===== config.mk =====
export PLATFORM = sky130hd
export DESIGN_NAME = csa_accumulator
export DESIGN_NICKNAME = d
export VERILOG_FILES = /design/src/rtl/bls_csa_pkg.sv /design/src/rtl/csa_row.sv /design/src/rtl/csa_accumulator.sv
export SDC_FILE = /design/constraint.sdc
export NUM_CORES = 2
export LEC_CHECK = 0
export ABC_CLOCK_PERIOD_IN_PS = 10900
export CORE_MARGIN = 3
export CORE_UTILIZATION = 60
export CTS_CLUSTER_SIZE = 14
export DETAILED_ROUTE_END_ITERATION = 12
export PLACE_DENSITY = 0.95
export SLEW_MARGIN = 25
export SYNTH_ARGS = -nofsm -noshare
export SYNTH_HDL_FRONTEND = slang
export SYNTH_SLANG_ARGS = --single-unit

===== constraint.sdc =====
create_clock -name clk -period 10.9 [get_ports clk]
set_input_delay 2.18 -clock clk [delete_from_list [all_inputs] [get_ports clk]]
set_output_delay 2.18 -clock clk [all_outputs]
set_load 0.02 [all_outputs]

===== src/rtl/bls_csa_pkg.sv =====
// Shared defaults, FSM state type and sizing helper for the BLS12-381
// carry-save multi-operand accumulator.
package bls_csa_pkg;

    localparam int BIT_LEN_DEF  = 381;
    localparam int EXT_BITS_DEF = 4;
    localparam int CHUNK_DEF    = 64;

    typedef enum logic [1:0] {
        IDLE,
        ACC,
        RESOLVE,
        DONE
    } csa_acc_state_t;

    function automatic int ceil_div(input int a, input int b);
        return (a + b - 1) / b;
    endfunction

endpackage


===== src/rtl/csa_row.sv =====
// Vector 3:2 compressor: per-bit XOR sum and majority, purely combinational.
module csa_row #(
    parameter int W = 23
) (
    input  logic [W-1:0] a,
    input  logic [W-1:0] b,
    input  logic [W-1:0] c,
    output logic [W-1:0] sum,
    output logic [W-1:0] maj
);

    assign sum = a ^ b ^ c;
    assign maj = (a & b) | (a & c) | (b & c);

endmodule


===== src/rtl/csa_accumulator.sv =====
// Streaming carry-save accumulator with chunked carry-propagate resolve.
// Optional overflow flag output enabled by defining CSA_ACC_OVF_EN.
module csa_accumulator
    import bls_csa_pkg::*;
#(
    parameter int BIT_LEN  = BIT_LEN_DEF,
    parameter int EXT_BITS = EXT_BITS_DEF,
    parameter int CHUNK    = CHUNK_DEF
) (
    input  logic                        clk,
    input  logic                        rst,
    input  logic                        in_valid,
    output logic                        in_ready,
    input  logic [BIT_LEN-1:0]          in_data,
    input  logic                        in_last,
    output logic                        out_valid,
    input  logic                        out_ready,
`ifdef CSA_ACC_OVF_EN
    output logic                        out_ovf,
`endif
    output logic [BIT_LEN+EXT_BITS-1:0] out_sum
);

    localparam int W        = BIT_LEN + EXT_BITS;
    localparam int NCHUNK   = ceil_div(W, CHUNK);
    localparam int WP       = NCHUNK * CHUNK;
    localparam int TOP_BITS = W - (NCHUNK - 1) * CHUNK;
    localparam int IDXW     = (NCHUNK > 1) ? $clog2(NCHUNK) : 1;
    localparam logic [IDXW-1:0] LAST_IDX = IDXW'(NCHUNK - 1);

    csa_acc_state_t state, state_n;

    logic [W-1:0]    s_acc, c_acc, x_ext, row_sum, row_maj, sum_n;
    logic [WP-1:0]   s_pad, c_pad;
    logic [IDXW-1:0] idx;
    logic [CHUNK:0]  slice_sum;
    logic            carry, rdy_q, accept, last_slice;

    assign x_ext      = W'(in_data);
    assign s_pad      = WP'(s_acc);
    assign c_pad      = WP'(c_acc);
    assign accept     = in_valid & rdy_q;
    assign in_ready   = rdy_q;
    assign out_valid  = (state == DONE);
    assign last_slice = (idx == LAST_IDX);

    csa_row #(.W(W)) u_row (
        .a   (s_acc),
        .b   (c_acc),
        .c   (x_ext),
        .sum (row_sum),
        .maj (row_maj)
    );

    always_comb begin
        state_n = state;
        unique case (state)
            IDLE, ACC: if (accept) state_n = in_last ? RESOLVE : ACC;
            RESOLVE:   if (last_slice) state_n = DONE;
            DONE:      if (out_ready) state_n = IDLE;
            default:   state_n = IDLE;
        endcase
    end

    // in_ready is derived from the next state so it never depends on out_ready
    always_ff @(posedge clk) begin
        if (rst) begin
            state <= IDLE;
            rdy_q <= 1'b0;
        end else begin
            state <= state_n;
            rdy_q <= (state_n == IDLE) || (state_n == ACC);
        end
    end

    // One CHUNK-wide slice of S + C + carry per resolve cycle
    always_comb begin
        int base;
        base      = int'(idx) * CHUNK;
        slice_sum = {1'b0, s_pad[base +: CHUNK]} + {1'b0, c_pad[base +: CHUNK]}
                  + (CHUNK+1)'(carry);
        sum_n     = out_sum;
        for (int i = 0; i < W; i++) begin
            if (i / CHUNK == int'(idx)) sum_n[i] = slice_sum[i % CHUNK];
        end
    end

    always_ff @(posedge clk) begin
        if (rst) begin
            s_acc   <= '0;
            c_acc   <= '0;
            out_sum <= '0;
            idx     <= '0;
            carry   <= 1'b0;
        end else begin
            unique case (state)
                IDLE: if (accept) begin
                    s_acc <= x_ext;
                    c_acc <= '0;
                end
                ACC: if (accept) begin
                    s_acc <= row_sum;
                    c_acc <= row_maj << 1;
                end
                RESOLVE: begin
                    out_sum <= sum_n;
                    carry   <= last_slice ? 1'b0 : slice_sum[CHUNK];
                    idx     <= last_slice ? '0 : idx + 1'b1;
                end
                DONE: if (out_ready) begin
                    s_acc <= '0;
                    c_acc <= '0;
                end
                default: ;
            endcase
        end
    end

`ifdef CSA_ACC_OVF_EN
    localparam logic [EXT_BITS:0] CNT_LIM = {1'b1, {EXT_BITS{1'b0}}};

    logic [EXT_BITS:0] cnt;
    logic              ovf_q, top_carry;

    function automatic logic [EXT_BITS:0] sat_inc(input logic [EXT_BITS:0] v);
        return (&v) ? v : v + 1'b1;
    endfunction

    // Carry out of bit W-1 in the clipped top slice is the wrap indicator
    assign top_carry = slice_sum[TOP_BITS];
    assign out_ovf   = ovf_q;

    always_ff @(posedge clk) begin
        if (rst) begin
            cnt   <= '0;
            ovf_q <= 1'b0;
        end else begin
            if (accept) cnt <= sat_inc(cnt);
            if (state == RESOLVE && last_slice) ovf_q <= (cnt > CNT_LIM) | top_carry;
            if (state == DONE && out_ready) begin
                cnt   <= '0;
                ovf_q <= 1'b0;
            end
        end
    end
`endif

endmodule


==> reports/metrics.cfg <==
[run_status]
outcome=finished, final reports clean

[route]
route.antenna.remaining_nets=0
wl_per_cell_um=27.7
drt_iter0_markers=10900
top_layer=met5
first_pass_iters=10
routed_wl_um=239000
routed-wl-met3_um=37300
wl_met2_um=102000
avgViaCountPerCell=7.03
drc_errors=0
m1WireLength_um=79700
vias=60800

[timing]
fmax_mhz=149
setup_viol=0
finalHoldViolCount=0
fin_tns_setup_ps=0
hold_slack_ps=451
finalCriticalPeriod_ps=6730
slew_headroom_pct=21.7
rsz0062_at_grt=false
slew_viol_final=0
worst_slew_pin_slew_ps=1170
period_share_pct=61.7
final.setup_skew_ps=26.5

[final_layout]
nets=8040
area_delta_synth_final_pct=19.6
final_cell_mix=1372 x nand2_1, 1159 x dfxtp_1, 771 x clkdlybuf4s50_1
final_common_cell=nand2_1
final_area_um2=72500
drive_gt1_share_pct=5.93
utilization_pct=73.0

[clock_network]
clock-sinks=1161
ctsHoldBuffers=0
htree_levels=3
post_cts_resized=0
post-cts-setup-buffer-count=0
cts_tree=yes
cts_buffers=116
clk_latency_ps=730
cts_root_buf=clkbuf_16
cts_buffer_depth=3
path_clk_slew_ps=70

[grt]
grt_max_degree=227
grt.total_usage_pct=43.7
grt_pass1_wl_um=353000
grt_pass1_vias=57700
gr-total-overflow=0
antenna_found_initial=93

[floorplan]
ioPinCount=773
design.die.area_um2=105000
initial_core_util_pct=61.1
rows=115
coreArea_um2=99300
fp.dieH_um=324
die_w_um=324

[synth]
avgSynthCellArea_um2=8.83
syn_inst=6872
yosys_register_bits=1161
syn_nets=7708
ys_seq_area_share_pct=38.3
yosys_warnings=0
synth_edf_count=0
ys_async_sr_fraction_pct=0
synth.distinct_cells=76
synth_area_um2=60700
ys.flop_type=dfxtp_1

[min_path]
min_from=out_sum[43]
hp-class=register to register
worstHoldPathCells=2
hold-path-endpoint=out_sum[43]

[setup_path]
required_ps=11450
crit_chain=inv_4 > buf_4 > nand2_1 > o21ai_0 > ha_1 > a21o_1 > a21o_1 > a221oi_1 > o21ai_0 > a21oi_1 > xnor2_1 > nand2_1 > a21oi_1
slowest_stage=a21oi_1
critPathMaxStageDelay_ps=990
r2r-end=out_sum[348]
reg2regPathDepth=13
crit_path_max_fanout=76
worstSetupPathType=register to register
ff2ff_setup_slack_ps=4170
cp_data_arrival_time_ps=7280
worstSetupEndpointType=register
cp-start-kind=register
r2r-start=idx[2]

[pwr]
finalPower_uw=10300
p_per_area_nw_per_um2=142
ir_worst_vdd_mv=0.135
leakagePower_uw=0.0247

[place]
portBuffers=772
place_congestion=0.987
post-dp-hpwl_um=155000
place_area_um2=68300

[flow_run]
cap_violations=0

## routing by layer
| layer | track usage, % | vias up |
|---|---|---|
| met5 | 0.227 | - |
| met4 | 28.0 | 60 |
| met3 | 16.3 | 1416 |
| met2 | 65.1 | 5641 |
| met1 | 53.6 | 28700 |
| li1 | - | 25000 |
## how the worst max path moves through the flow
stage | start | end | depth (start not counted)
global route | idx[0] | out_sum[369] | 13
floorplan | idx[0] | out_sum[118] | 17
CTS | idx[0] | out_sum[113] | 13
finish | idx[2] | out_sum[348] | 13
detailed placement | idx[2] | out_sum[28] | 14
global placement | idx[2] | out_sum[28] | 14
## stage by stage
stage          cells  worst slack, ps
3_3_place_gp    8371             4770
2_1_floorplan   6872             5980
4_1_cts         8581             4510
3_5_place_dp    8371             4580
6_report        8650             4170
5_1_grt         8627             3920
## synthesized netlist by cell type (all sizes together) (17+ instances only)
cell,n,share of area [%]
o21bai,19,0.24
a21o,26,0.32
a31oi,41,0.42
xnor2,26,0.38
fa,382,13
o21a,17,0.21
mux2i,170,2.8
a211oi,27,0.33
nor3,423,3.5
a221oi,386,5.6
buf,76,0.52
nor2,552,3.4
o211ai,18,0.22
nand2,1374,8.5
nand4,56,0.58
dfxtp,1161,38
and3,26,0.27
inv,21,0.13
a21oi,761,6.3
mux4,127,4.7
nand3b,79,1.0
clkbuf,535,3.3
o21ai,241,2.0
ha,68,1.4
or3,23,0.24
nand3,89,0.73
## cell type report
class	instances	area (µm²)
sequential	1161	23200
multi-input combinational	5078	35200
inverter	21	88.8
timing repair buffer	826	8290
antenna	67	168
tap	1287	1610
clock buffer	155	3300
fill	6219	26800
clock inverter	55	648
## critical path, delay by kind of cell, from the launching register on
family / cells / cell delay, ps
AO/OA/AOI/OAI: 7 / 3050
buffers and inverters: 2 / 1450
flip-flops: 1 / 540
AND/OR/NAND/NOR: 2 / 490
adder cells (fa/ha/maj): 1 / 440
XOR/XNOR: 1 / 420
## power by group
| part | internal [µW] | switching (µW) | total [µW] |
|---|---|---|---|
| clock network | 2390 | 1820 | 4200 |
| registers | 4390 | 183 | 4570 |
| logic | 546 | 980 | 1530 |
## sequential cells by signal, summed over array words and instances, names as in the netlist
register and flops:
in_ready 1, idx 3, state 2, s_acc 385, out_sum 385, c_acc 384
carry 1
## cell families after synthesis
family | share of synthesized area (%)
buf+inv | 3.98
compound gates | 16.5
simple gates | 19.0
flops | 38.3
fa+ha+maj | 14.0
xor+xnor | 0.534
mux | 7.63
(Power assumes the default switching activity.)
